### src/rtl/rst_seq_pkg.sv
// rst_seq_pkg: shared definitions for the FPGA reset sequencer.
//   - seq_state_e : sequencer state encodings (S_RESET .. S_RUN)
//   - CAUSE_*     : codes reported on rst_cause
//   - SYNC_STAGES : depth of every input synchroniser
//   - max2        : helper for sizing counters from parameters
package rst_seq_pkg;

  typedef enum logic [2:0] {
    S_RESET       = 3'd0,
    S_WAIT_LOCK   = 3'd1,
    S_HOLD_PERIPH = 3'd2,
    S_HOLD_CORE   = 3'd3,
    S_RUN         = 3'd4
  } seq_state_e;

  localparam logic [1:0] CAUSE_POR  = 2'd0;
  localparam logic [1:0] CAUSE_FPGA = 2'd1;
  localparam logic [1:0] CAUSE_MCU  = 2'd2;
  localparam logic [1:0] CAUSE_LOCK = 2'd3;

  localparam int unsigned SYNC_STAGES = 2;

  function automatic int unsigned max2(input int unsigned a, input int unsigned b);
    return (a > b) ? a : b;
  endfunction

endpackage

### src/rtl/rst_seq_debounce.sv
// rst_seq_debounce: 2-flop synchroniser followed by a debounce filter.
// The debounced output only follows the synchronised input after it has
// differed for DEBOUNCE_CYCLES consecutive edges.
// Ports:
//   i_clk   in  core clock
//   i_rst_n in  asynchronous active-low reset
//   i_raw   in  raw asynchronous input
//   o_db    out debounced value (resets to RST_VAL)
module rst_seq_debounce
  import rst_seq_pkg::*;
#(
  parameter int unsigned DEBOUNCE_CYCLES = 16000,
  parameter logic        RST_VAL         = 1'b1
) (
  input  logic i_clk,
  input  logic i_rst_n,
  input  logic i_raw,
  output logic o_db
);

  localparam int unsigned     DB_W    = $clog2(DEBOUNCE_CYCLES) + 1;
  localparam logic [DB_W-1:0] DB_LAST = DB_W'(DEBOUNCE_CYCLES - 1);

  logic [SYNC_STAGES-1:0] r_sync;
  logic [DB_W-1:0]        r_cnt;
  logic                   r_db;
  logic [DB_W-1:0]        w_cnt_d;
  logic                   w_db_d;
  logic                   w_sync;

  assign w_sync = r_sync[SYNC_STAGES-1];

  always_ff @(posedge i_clk or negedge i_rst_n) begin
    if (!i_rst_n) begin
      r_sync <= {SYNC_STAGES{RST_VAL}};
      r_cnt  <= '0;
      r_db   <= RST_VAL;
    end else begin
      r_sync <= {r_sync[SYNC_STAGES-2:0], i_raw};
      r_cnt  <= w_cnt_d;
      r_db   <= w_db_d;
    end
  end

  // Counter clears whenever the input agrees with the filtered value, so only
  // an unbroken run of differing samples can flip the output.
  always_comb begin
    w_db_d  = r_db;
    w_cnt_d = '0;
    if (w_sync != r_db) begin
      if (r_cnt == DB_LAST) begin
        w_db_d = w_sync;
      end else begin
        w_cnt_d = r_cnt + 1'b1;
      end
    end
  end

  assign o_db = r_db;

endmodule

### src/rtl/fpga_rst_seq.sv
// fpga_rst_seq: reset sequencer between board buttons, MMCM lock and the SoC.
// Waits for a stable lock with both buttons released, then releases the
// peripheral reset and finally the core reset. Aborts on button or lock loss.
// Optional feature macro: RST_SEQ_WAKEUP_EN (debounced wakeup pad on o_wake_n).
// Ports:
//   i_clk          in  core clock
//   i_rst_n        in  asynchronous active-low reset
//   i_fpga_btn_n   in  raw FPGA reset button, active-low
//   i_mcu_btn_n    in  raw MCU reset button, active-low
//   i_mmcm_locked  in  raw MMCM lock flag
//   i_wake_btn_n   in  raw wakeup pad, active-low (macro builds only)
//   o_periph_rst   out active-high peripheral reset
//   o_core_rst_n   out active-low SoC reset
//   o_ready        out high only in RUN
//   o_seq_state    out current state encoding
//   o_rst_cause    out cause of last abort (0 POR, 1 FPGA, 2 MCU, 3 lock)
//   o_wake_n       out debounced wakeup, active-low (1 without the macro)
module fpga_rst_seq
  import rst_seq_pkg::*;
#(
  parameter int unsigned DEBOUNCE_CYCLES = 16000,
  parameter int unsigned LOCK_STABLE     = 256,
  parameter int unsigned PERIPH_HOLD     = 16,
  parameter int unsigned CORE_HOLD       = 64
) (
  input  logic       i_clk,
  input  logic       i_rst_n,
  input  logic       i_fpga_btn_n,
  input  logic       i_mcu_btn_n,
  input  logic       i_mmcm_locked,
  input  logic       i_wake_btn_n,
  output logic       o_periph_rst,
  output logic       o_core_rst_n,
  output logic       o_ready,
  output logic [2:0] o_seq_state,
  output logic [1:0] o_rst_cause,
  output logic       o_wake_n
);

  localparam int unsigned CNT_MAX = max2(max2(LOCK_STABLE, PERIPH_HOLD),
                                         max2(CORE_HOLD, DEBOUNCE_CYCLES));
  localparam int unsigned CNT_W   = $clog2(CNT_MAX) + 1;

  localparam logic [CNT_W-1:0] LOCK_LAST   = CNT_W'(LOCK_STABLE - 1);
  localparam logic [CNT_W-1:0] PERIPH_LAST = CNT_W'(PERIPH_HOLD - 1);
  localparam logic [CNT_W-1:0] CORE_LAST   = CNT_W'(CORE_HOLD - 1);

  seq_state_e             r_state;
  seq_state_e             w_state_d;
  logic [CNT_W-1:0]       r_cnt;
  logic [CNT_W-1:0]       w_cnt_d;
  logic [CNT_W-1:0]       w_cnt_inc;
  logic [1:0]             r_cause;
  logic [1:0]             w_cause_d;
  logic                   r_periph_rst;
  logic                   r_core_rst_n;
  logic                   r_ready;
  logic                   w_periph_rst_d;
  logic                   w_core_rst_n_d;
  logic                   w_ready_d;
  logic [SYNC_STAGES-1:0] r_lock_sync;
  logic                   w_lock_sync;
  logic                   w_fpga_db;
  logic                   w_mcu_db;
  logic                   w_ok;

  // Lock flag is only synchronised; its own stability is judged by WAIT_LOCK.
  always_ff @(posedge i_clk or negedge i_rst_n) begin
    if (!i_rst_n) begin
      r_lock_sync <= '0;
    end else begin
      r_lock_sync <= {r_lock_sync[SYNC_STAGES-2:0], i_mmcm_locked};
    end
  end

  assign w_lock_sync = r_lock_sync[SYNC_STAGES-1];

  rst_seq_debounce #(
    .DEBOUNCE_CYCLES(DEBOUNCE_CYCLES),
    .RST_VAL        (1'b1)
  ) u_db_fpga (
    .i_clk  (i_clk),
    .i_rst_n(i_rst_n),
    .i_raw  (i_fpga_btn_n),
    .o_db   (w_fpga_db)
  );

  rst_seq_debounce #(
    .DEBOUNCE_CYCLES(DEBOUNCE_CYCLES),
    .RST_VAL        (1'b1)
  ) u_db_mcu (
    .i_clk  (i_clk),
    .i_rst_n(i_rst_n),
    .i_raw  (i_mcu_btn_n),
    .o_db   (w_mcu_db)
  );

`ifdef RST_SEQ_WAKEUP_EN
  rst_seq_debounce #(
    .DEBOUNCE_CYCLES(DEBOUNCE_CYCLES),
    .RST_VAL        (1'b1)
  ) u_db_wake (
    .i_clk  (i_clk),
    .i_rst_n(i_rst_n),
    .i_raw  (i_wake_btn_n),
    .o_db   (o_wake_n)
  );
`else
  logic w_unused_wake;
  assign w_unused_wake = i_wake_btn_n;
  assign o_wake_n      = 1'b1;
`endif

  assign w_ok      = w_lock_sync & w_fpga_db & w_mcu_db;
  assign w_cnt_inc = (r_cnt == {CNT_W{1'b1}}) ? r_cnt : r_cnt + 1'b1;

  // State register (outputs registered alongside so they move with seq_state).
  always_ff @(posedge i_clk or negedge i_rst_n) begin
    if (!i_rst_n) begin
      r_state      <= S_RESET;
      r_cnt        <= '0;
      r_cause      <= CAUSE_POR;
      r_periph_rst <= 1'b1;
      r_core_rst_n <= 1'b0;
      r_ready      <= 1'b0;
    end else begin
      r_state      <= w_state_d;
      r_cnt        <= w_cnt_d;
      r_cause      <= w_cause_d;
      r_periph_rst <= w_periph_rst_d;
      r_core_rst_n <= w_core_rst_n_d;
      r_ready      <= w_ready_d;
    end
  end

  // Next-state logic. The counter is shared: it measures lock stability in
  // WAIT_LOCK and the hold time in the two HOLD states.
  always_comb begin
    w_state_d = r_state;
    w_cnt_d   = r_cnt;
    w_cause_d = r_cause;
    case (r_state)
      S_RESET: begin
        w_state_d = S_WAIT_LOCK;
        w_cnt_d   = '0;
      end
      S_WAIT_LOCK: begin
        if (!w_ok) begin
          w_cnt_d = '0;
        end else if (r_cnt == LOCK_LAST) begin
          w_state_d = S_HOLD_PERIPH;
          w_cnt_d   = '0;
        end else begin
          w_cnt_d = w_cnt_inc;
        end
      end
      S_HOLD_PERIPH, S_HOLD_CORE, S_RUN: begin
        if (!w_fpga_db) begin
          w_state_d = S_WAIT_LOCK;
          w_cnt_d   = '0;
          w_cause_d = CAUSE_FPGA;
        end else if (!w_lock_sync) begin
          w_state_d = S_WAIT_LOCK;
          w_cnt_d   = '0;
          w_cause_d = CAUSE_LOCK;
        end else if (!w_mcu_db && (r_state != S_HOLD_PERIPH)) begin
          // Core-only reset: peripherals keep running, core held until release.
          w_state_d = S_HOLD_CORE;
          w_cnt_d   = '0;
          w_cause_d = CAUSE_MCU;
        end else if (r_state == S_HOLD_PERIPH) begin
          if (r_cnt == PERIPH_LAST) begin
            w_state_d = S_HOLD_CORE;
            w_cnt_d   = '0;
          end else begin
            w_cnt_d = w_cnt_inc;
          end
        end else if (r_state == S_HOLD_CORE) begin
          if (r_cnt == CORE_LAST) begin
            w_state_d = S_RUN;
            w_cnt_d   = '0;
          end else begin
            w_cnt_d = w_cnt_inc;
          end
        end
      end
      default: begin
        w_state_d = S_RESET;
        w_cnt_d   = '0;
      end
    endcase
  end

  // Output decode from the next state, registered above.
  always_comb begin
    w_periph_rst_d = 1'b1;
    w_core_rst_n_d = 1'b0;
    w_ready_d      = 1'b0;
    case (w_state_d)
      S_HOLD_CORE: begin
        w_periph_rst_d = 1'b0;
      end
      S_RUN: begin
        w_periph_rst_d = 1'b0;
        w_core_rst_n_d = 1'b1;
        w_ready_d      = 1'b1;
      end
      default: begin
        w_periph_rst_d = 1'b1;
      end
    endcase
  end

  assign o_periph_rst = r_periph_rst;
  assign o_core_rst_n = r_core_rst_n;
  assign o_ready      = r_ready;
  assign o_seq_state  = r_state;
  assign o_rst_cause  = r_cause;

endmodule

### config.mk
export PLATFORM = sky130hd
export DESIGN_NAME = fpga_rst_seq
export DESIGN_NICKNAME = d
export VERILOG_FILES = /design/src/rtl/rst_seq_pkg.sv /design/src/rtl/rst_seq_debounce.sv /design/src/rtl/fpga_rst_seq.sv
export SDC_FILE = /design/constraint.sdc
export NUM_CORES = 1
export LEC_CHECK = 0
export CORE_MARGIN = 2
export CORE_UTILIZATION = 59
export DETAILED_ROUTE_END_ITERATION = 12
export GPL_ROUTABILITY_DRIVEN = 0
export PLACE_DENSITY = 0.77
export RECOVER_POWER = 25
export SYNTH_ARGS = -nofsm -noshare
export SYNTH_HDL_FRONTEND = slang
export SYNTH_SLANG_ARGS = --single-unit
### constraint.sdc
create_clock -name i_clk -period 2.5 [get_ports i_clk]
set_input_delay 0.25 -clock i_clk [delete_from_list [all_inputs] [get_ports i_clk]]
set_output_delay 0.25 -clock i_clk [all_outputs]
set_load 0.01 [all_outputs]
Word level (Yosys, flattened, before mapping)

Cells that the tools add are included.

Equality and inequality tests: 17
Bitwise gates (word level): 2
Muxes and demuxes: 30
$add $sub $neg: 3
Reductions and logical operators: 8

Operators with widths:

| operator                                               | count |
|---|---|
| two-way mux 15 bit                                     | 14 |
| adder 15 x 1 -> 15 bit (second input constant)         | 3 |
| equality test 15 x 14 -> 1 bit (second input constant) | 2 |
| one-hot mux 15 bit (2 select lines)                    | 1 |
| two-way mux 3 bit                                      | 9 |
| equality test 15 bit (second input constant)           | 1 |
| equality test 15 x 4 -> 1 bit (second input constant)  | 1 |
| equality test 15 x 6 -> 1 bit (second input constant)  | 1 |
| equality test 15 x 8 -> 1 bit (second input constant)  | 1 |
| equality test 3 x 2 -> 1 bit (second input constant)   | 3 |
| one-hot mux 3 bit (3 select lines)                     | 1 |
| equality test 3 bit (second input constant)            | 2 |
| two-way mux 2 bit                                      | 3 |
| inequality test 6 bit (second input constant)          | 1 |
| AND reduction 2 bit                                    | 3 |
| equality test 3 x 1 -> 1 bit (second input constant)   | 1 |
| zero test 3 bit                                        | 1 |
| inequality test 3 x 2 -> 1 bit (second input constant) | 1 |
| inequality test 3 bit (second input constant)          | 1 |
| OR reduction 3 bit                                     | 1 |
| bitwise AND 1 bit                                      | 2 |
| two-way mux 1 bit                                      | 2 |
| inequality test 1 bit                                  | 2 |
| OR reduction 2 bit                                     | 1 |
| 2 further kinds                                        | 2 |

Input bits: 6
Output and inout port bits: 9
Word-level logic and storage cells: 72
Register bits: 60

Longest topological paths before layout

Depth after elaboration: 11
Depth in mapped cells: 7

Modules after synthesis

From an unflattened synthesis, not the netlist that was laid out.

Cell total of the unflattened synthesis: 298
Area, all modules: 2992.9 µm²

By module, submodules not included:

| module           | area an instance (µm²) | sequential area each (µm²) | cells each | times used |
|---|---|---|---|---|
| rst_seq_debounce | 822.0                  | 454.2                      | 79         | 2 |
| fpga_rst_seq     | 1348.8                 | 601.8                      | 140        | 1 |

Worst setup path after synthesis

Ideal clock, no wire load.

Kind: reg-to-reg
Start point: register r_cnt[11]
End point: register r_cnt[14]
Data arrival time: 2.020 ns
Stages on the path, launching flop included: 7
Period minus slack after synthesis: 2.140 ns
Setup slack: 0.360 ns
Data required time: 2.381 ns
Path through: dfrtp_1 > or4_4 > nor4_4 > nand2b_1 > a311oi_4 > buf_6 > nor2_1

Cells in the longest elaborated chain, start to end: 9

Ends and longest elaborated chain:

| element                                                               | RTL line            | text |
|---|---|---|
| from (decl)                                                           | fpga_rst_seq.sv:50  | `logic [CNT_W-1:0] r_cnt;` |
| from (signal assigned)                                                | fpga_rst_seq.sv:128 | `r_cnt <= w_cnt_d;` |
| adder 15 x 1 -> 15 bit / equality test 15 bit (equally long branches) | fpga_rst_seq.sv:115 | `assign w_cnt_inc = (r_cnt == {CNT_W{1'b1}}) ? r_cnt : r_cnt + 1'b1;` |
| two-way mux 15 bit                                                    | fpga_rst_seq.sv:115 |  |
| two-way mux 15 bit                                                    | fpga_rst_seq.sv:179 | `if (r_cnt == CORE_LAST) begin` |
| two-way mux 15 bit                                                    | fpga_rst_seq.sv:178 | `end else if (r_state == S_HOLD_CORE) begin` |
| two-way mux 15 bit                                                    | fpga_rst_seq.sv:171 | `end else if (r_state == S_HOLD_PERIPH) begin` |
| two-way mux 15 bit                                                    | fpga_rst_seq.sv:166 | `end else if (!w_mcu_db && (r_state != S_HOLD_PERIPH)) begin` |
| two-way mux 15 bit                                                    | fpga_rst_seq.sv:162 | `end else if (!w_lock_sync) begin` |
| two-way mux 15 bit                                                    | fpga_rst_seq.sv:158 | `if (!w_fpga_db) begin` |
| one-hot mux 15 bit (2 select lines) *                                 | fpga_rst_seq.sv:142 | `case (r_state)` |

Mark *: on every way between the ends. The rest lies on a longest branch, timed or not. The select of a mux whose other input is x is not followed.
A chain may end at the register's enable or synchronous reset.

Worst setup path in the final report

Start point: register r_cnt[11]
End point: register r_cnt[13]

Same word-level chain as after synthesis.

==> results.py <==
metrics = {
    "critical_path": {
        "critPathLaunch": "r_cnt[11]",
        "startpoint_type": "flop",
        "rr_worst_depth": 6,
        "r2r-end": "r_cnt[13]",
        "cp.arrival_ns": 2.45,
        "crit_fanout": 15,
        "cp-endpoint": "r_cnt[13]",
        "critical_path_class": "flop to flop",
        "crit-reg2reg-launch": "r_cnt[11]",
        "critPathRequiredTime_ns": 2.71,
        "rrSetupSlack_ns": 0.26,
        "end_kind": "flop",
    },
    "synthesis": {
        "synth_top_area_cell": "dfrtp_1",
        "yosys-top-cells-area": "dfrtp_1 (45%), xnor2_1 (6.8%), nor2_1 (6.6%)",
        "netlist_area_sq_um": 2952,
        "synth_fp_nets": 302,
        "synth_edf_count": 0,
        "async_reset_ff_share_pct": 100.0,
        "synth_seq_cells": 60,
        "synth_cell_types": 46,
        "synth_top_cell_area_share_pct": 44.93,
        "avgSynthCellArea_sq_um": 10.07,
        "synthCells": 293,
        "synthFlopType": "dfrtp_1",
        "ys_seq_area_share_pct": 51.17,
        "ys_warn_count": 0,
    },
    "power_and_ir_drop": {
        "p_total_uw": 1960,
        "swShare_pct": 21.12,
        "power_density_nw_per_um2": 583.0,
        "p_int_uw": 1546,
        "netSwitchingPower_uw": 413.9,
        "combPwrFrac_pct": 2.7,
        "peakVddDrop_v": 0.0003464,
        "p_clk_share_pct": 46.4,
        "p_leak_uw": 0.001350,
        "seq_power_share_pct": 50.9,
    },
    "global_routing": {
        "antenna_found_initial": 0,
        "grt_pass1_wl_um": 9266,
        "overflow": 0,
        "grt_pass1_vias": 2036,
        "grt.total_usage_pct": 21.84,
        "grt_max_degree": 34,
    },
    "sta": {
        "slew_headroom_pct": -0.9357,
        "timing.final.crit_share_pct": 89.62,
        "holdWs_ns": 0.3529,
        "worstMarginPinSlew_ns": 1.514,
        "finalHoldViolations": 0,
        "finalSetupViolCount": 0,
        "rsz0062_at_grt": "no",
        "clock-skew-final_ns": 0.008251,
        "finalSetupTns_ns": 0,
        "slew_viol_final": 28,
        "fmax_mhz": 446.3,
        "period_needed_ns": 2.241,
    },
    "floorplanning": {
        "rows": 25,
        "fp.dieH_um": 74.73,
        "die_w_um": 74.73,
        "die_area_sq_um": 5585,
        "start_util_pct": 61.67,
        "core_area_sq_um": 4786,
        "io_pins": 15,
    },
    "clock_tree": {
        "cts_tree": "done",
        "cts_resized": 0,
        "cts.htree.levels": 3,
        "cts_root_buf": "clkbuf_8",
        "cts.sinks": 60,
        "post-cts-setup-buffers": 0,
        "numCtsBuffers": 9,
        "clk_pin_slew_ns": 0.07,
        "clock_latency_ns": 0.34,
        "clockBufferDepth": 2,
    },
    "route": {
        "vias": 2117,
        "drt_iter0_markers": 85,
        "avgRoutedWirePerCell_um": 13.44,
        "drt-total-wl_um": 5147,
        "viasPerCell": 5.527,
        "dr.pass1.iters": 4,
        "postRouteAntennaNets": 0,
        "route.detailed.drc": 0,
    },
    "layout": {
        "diodes": 0,
        "fill_cells": 363,
        "synthToLayoutAreaGrowth_pct": 13.90,
        "drive_gt1_share_pct": 11.08,
        "instances_no_fill": 383,
        "multi_input_area_sq_um": 1350,
        "regArea_sq_um": 1510,
        "fin_nets": 320,
    },
    "place": {
        "dp.cells": 366,
        "hpwl_um": 3406,
        "port_buffers": 12,
    },
    "status": {
        "status": "complete, but fails checks",
        "violations": "max-capacitance violations, max-slew violations",
    },
    "job": {
        "max-cap-violations": 1,
    },
    "hold_path": {
        "min_path_type": "flop to flop",
    },
}
[registers in the layout (all words and copies together) (netlist names)]
| name | cells |
|---|---|
| u_db_mcu.o_db | 1 |
| u_db_fpga.r_cnt | 15 |
| o_ready | 1 |
| o_seq_state | 3 |
| u_db_fpga.r_sync | 2 |
| r_cnt | 15 |
| o_rst_cause | 2 |
| r_lock_sync | 2 |
| u_db_mcu.r_sync | 2 |
| o_periph_rst | 1 |
| u_db_fpga.o_db | 1 |
| u_db_mcu.r_cnt | 15 |
[power groups by stage]
stage | Sequential [uW] | Combinational, uW | Clock (uW)
floorplan | 1010 | 23.8 | 0
global placement | 1010 | 53.2 | 0
detailed placement | 1020 | 54.0 | 0
CTS | 997 | 55.9 | 938
global route | 999 | 61.7 | 975
finish | 998 | 52.9 | 909
[cell type report]
| cell class | instances | area share [%] |
|---|---|---|
| inverter | 10 | 1.116 |
| multi-input combinational | 213 | 40.16 |
| clock buffer | 13 | 5.024 |
| tap | 67 | 2.493 |
| clock inverter | 3 | 1.340 |
| sequential | 60 | 44.92 |
| timing repair buffer | 17 | 4.950 |
[metal layers]
layer / part of all wire (%) / global-route usage [%] / vias up
met5: 0 / 0 / -
met4: 1.2 / 6.548 / 0
met3: 4.9 / 8.166 / 7
met2: 46 / 33.33 / 40
met1: 48 / 29.40 / 1011
li1: - / - / 1059
[cell usage after synthesis (3+ instances only)]
library cell / count
nand3_1: 20
a31oi_1: 3
nor2b_1: 4
xor2_1: 14
nor4_1: 5
nand2_1: 12
xnor2_1: 23
inv_1: 10
a211oi_1: 10
ha_1: 3
dfstp_2: 7
a21oi_1: 6
clkbuf_1: 6
nand4_1: 11
and3_1: 7
dfrtp_1: 53
nor3_1: 11
nor2_1: 52
[cell families (layout without fill, tap and decap cells)]
family                     count (synthesis)  in the layout  synth area share, %
DFF                                       60             60                51.17
other                                      1              1               0.1271
muxes                                      4              4                1.441
adders and majority gates                  3              3                1.272
xor gates and xnor gates                  37             37                10.98
AOI/OAI and AO/OA                         28             28                7.292
and+or+nand+nor                          140            140                24.63
buffers and inverters                     20             43                3.094
[repair_timing]
item	CTS	global route
endpoints found under the hold margin	27	0
hold buffers	1	0
endpoints found under the setup margin	0	0
[placed cells by master, fill, tap and decap left out, drive strengths merged, types with 10 or more instances in the layout]
cell / Yosys / final
nand4: 11 / 11
nand3: 20 / 20
nor3: 11 / 11
nor2: 52 / 52
xnor2: 23 / 23
inv: 10 / 10
nand2: 12 / 12
a211oi: 10 / 10
clkbuf: 6 / 14
xor2: 14 / 14
dfrtp: 53 / 53
[worst max-delay path: stages, from the launching register on]
cell	delay [ns]
dfrtp_1	0.42
or4_4	0.59
nor4_4	0.37
nand2b_1	0.14
a311oi_4	0.29
buf_4	0.24
a211oi_1	0.06
[stage by stage]
step                cell area [sq um]  utilization [%]  setup WS (ns)
floorplan                        2952                -         0.3603
global placement                 3139            65.59         0.2635
detailed placement               3139            65.59         0.2681
CTS                              3363            70.27         0.2457
global route                     3362            70.25        0.08734
finish                           3362            70.25         0.2595
[worst min path at each step]
stage,start,end,cells after the start
2_1_floorplan,i_rst_n,o_ready,0
3_3_place_gp,i_rst_n,u_db_fpga.r_cnt[3],1
3_5_place_dp,i_rst_n,u_db_fpga.r_cnt[4],1
4_1_cts,i_mcu_btn_n,u_db_mcu.r_sync[0],1
5_1_grt,u_db_mcu.r_sync[0],u_db_mcu.r_sync[1],0
6_report,u_db_fpga.r_sync[0],u_db_fpga.r_sync[1],0
Power figures use the tool's default switching activity.
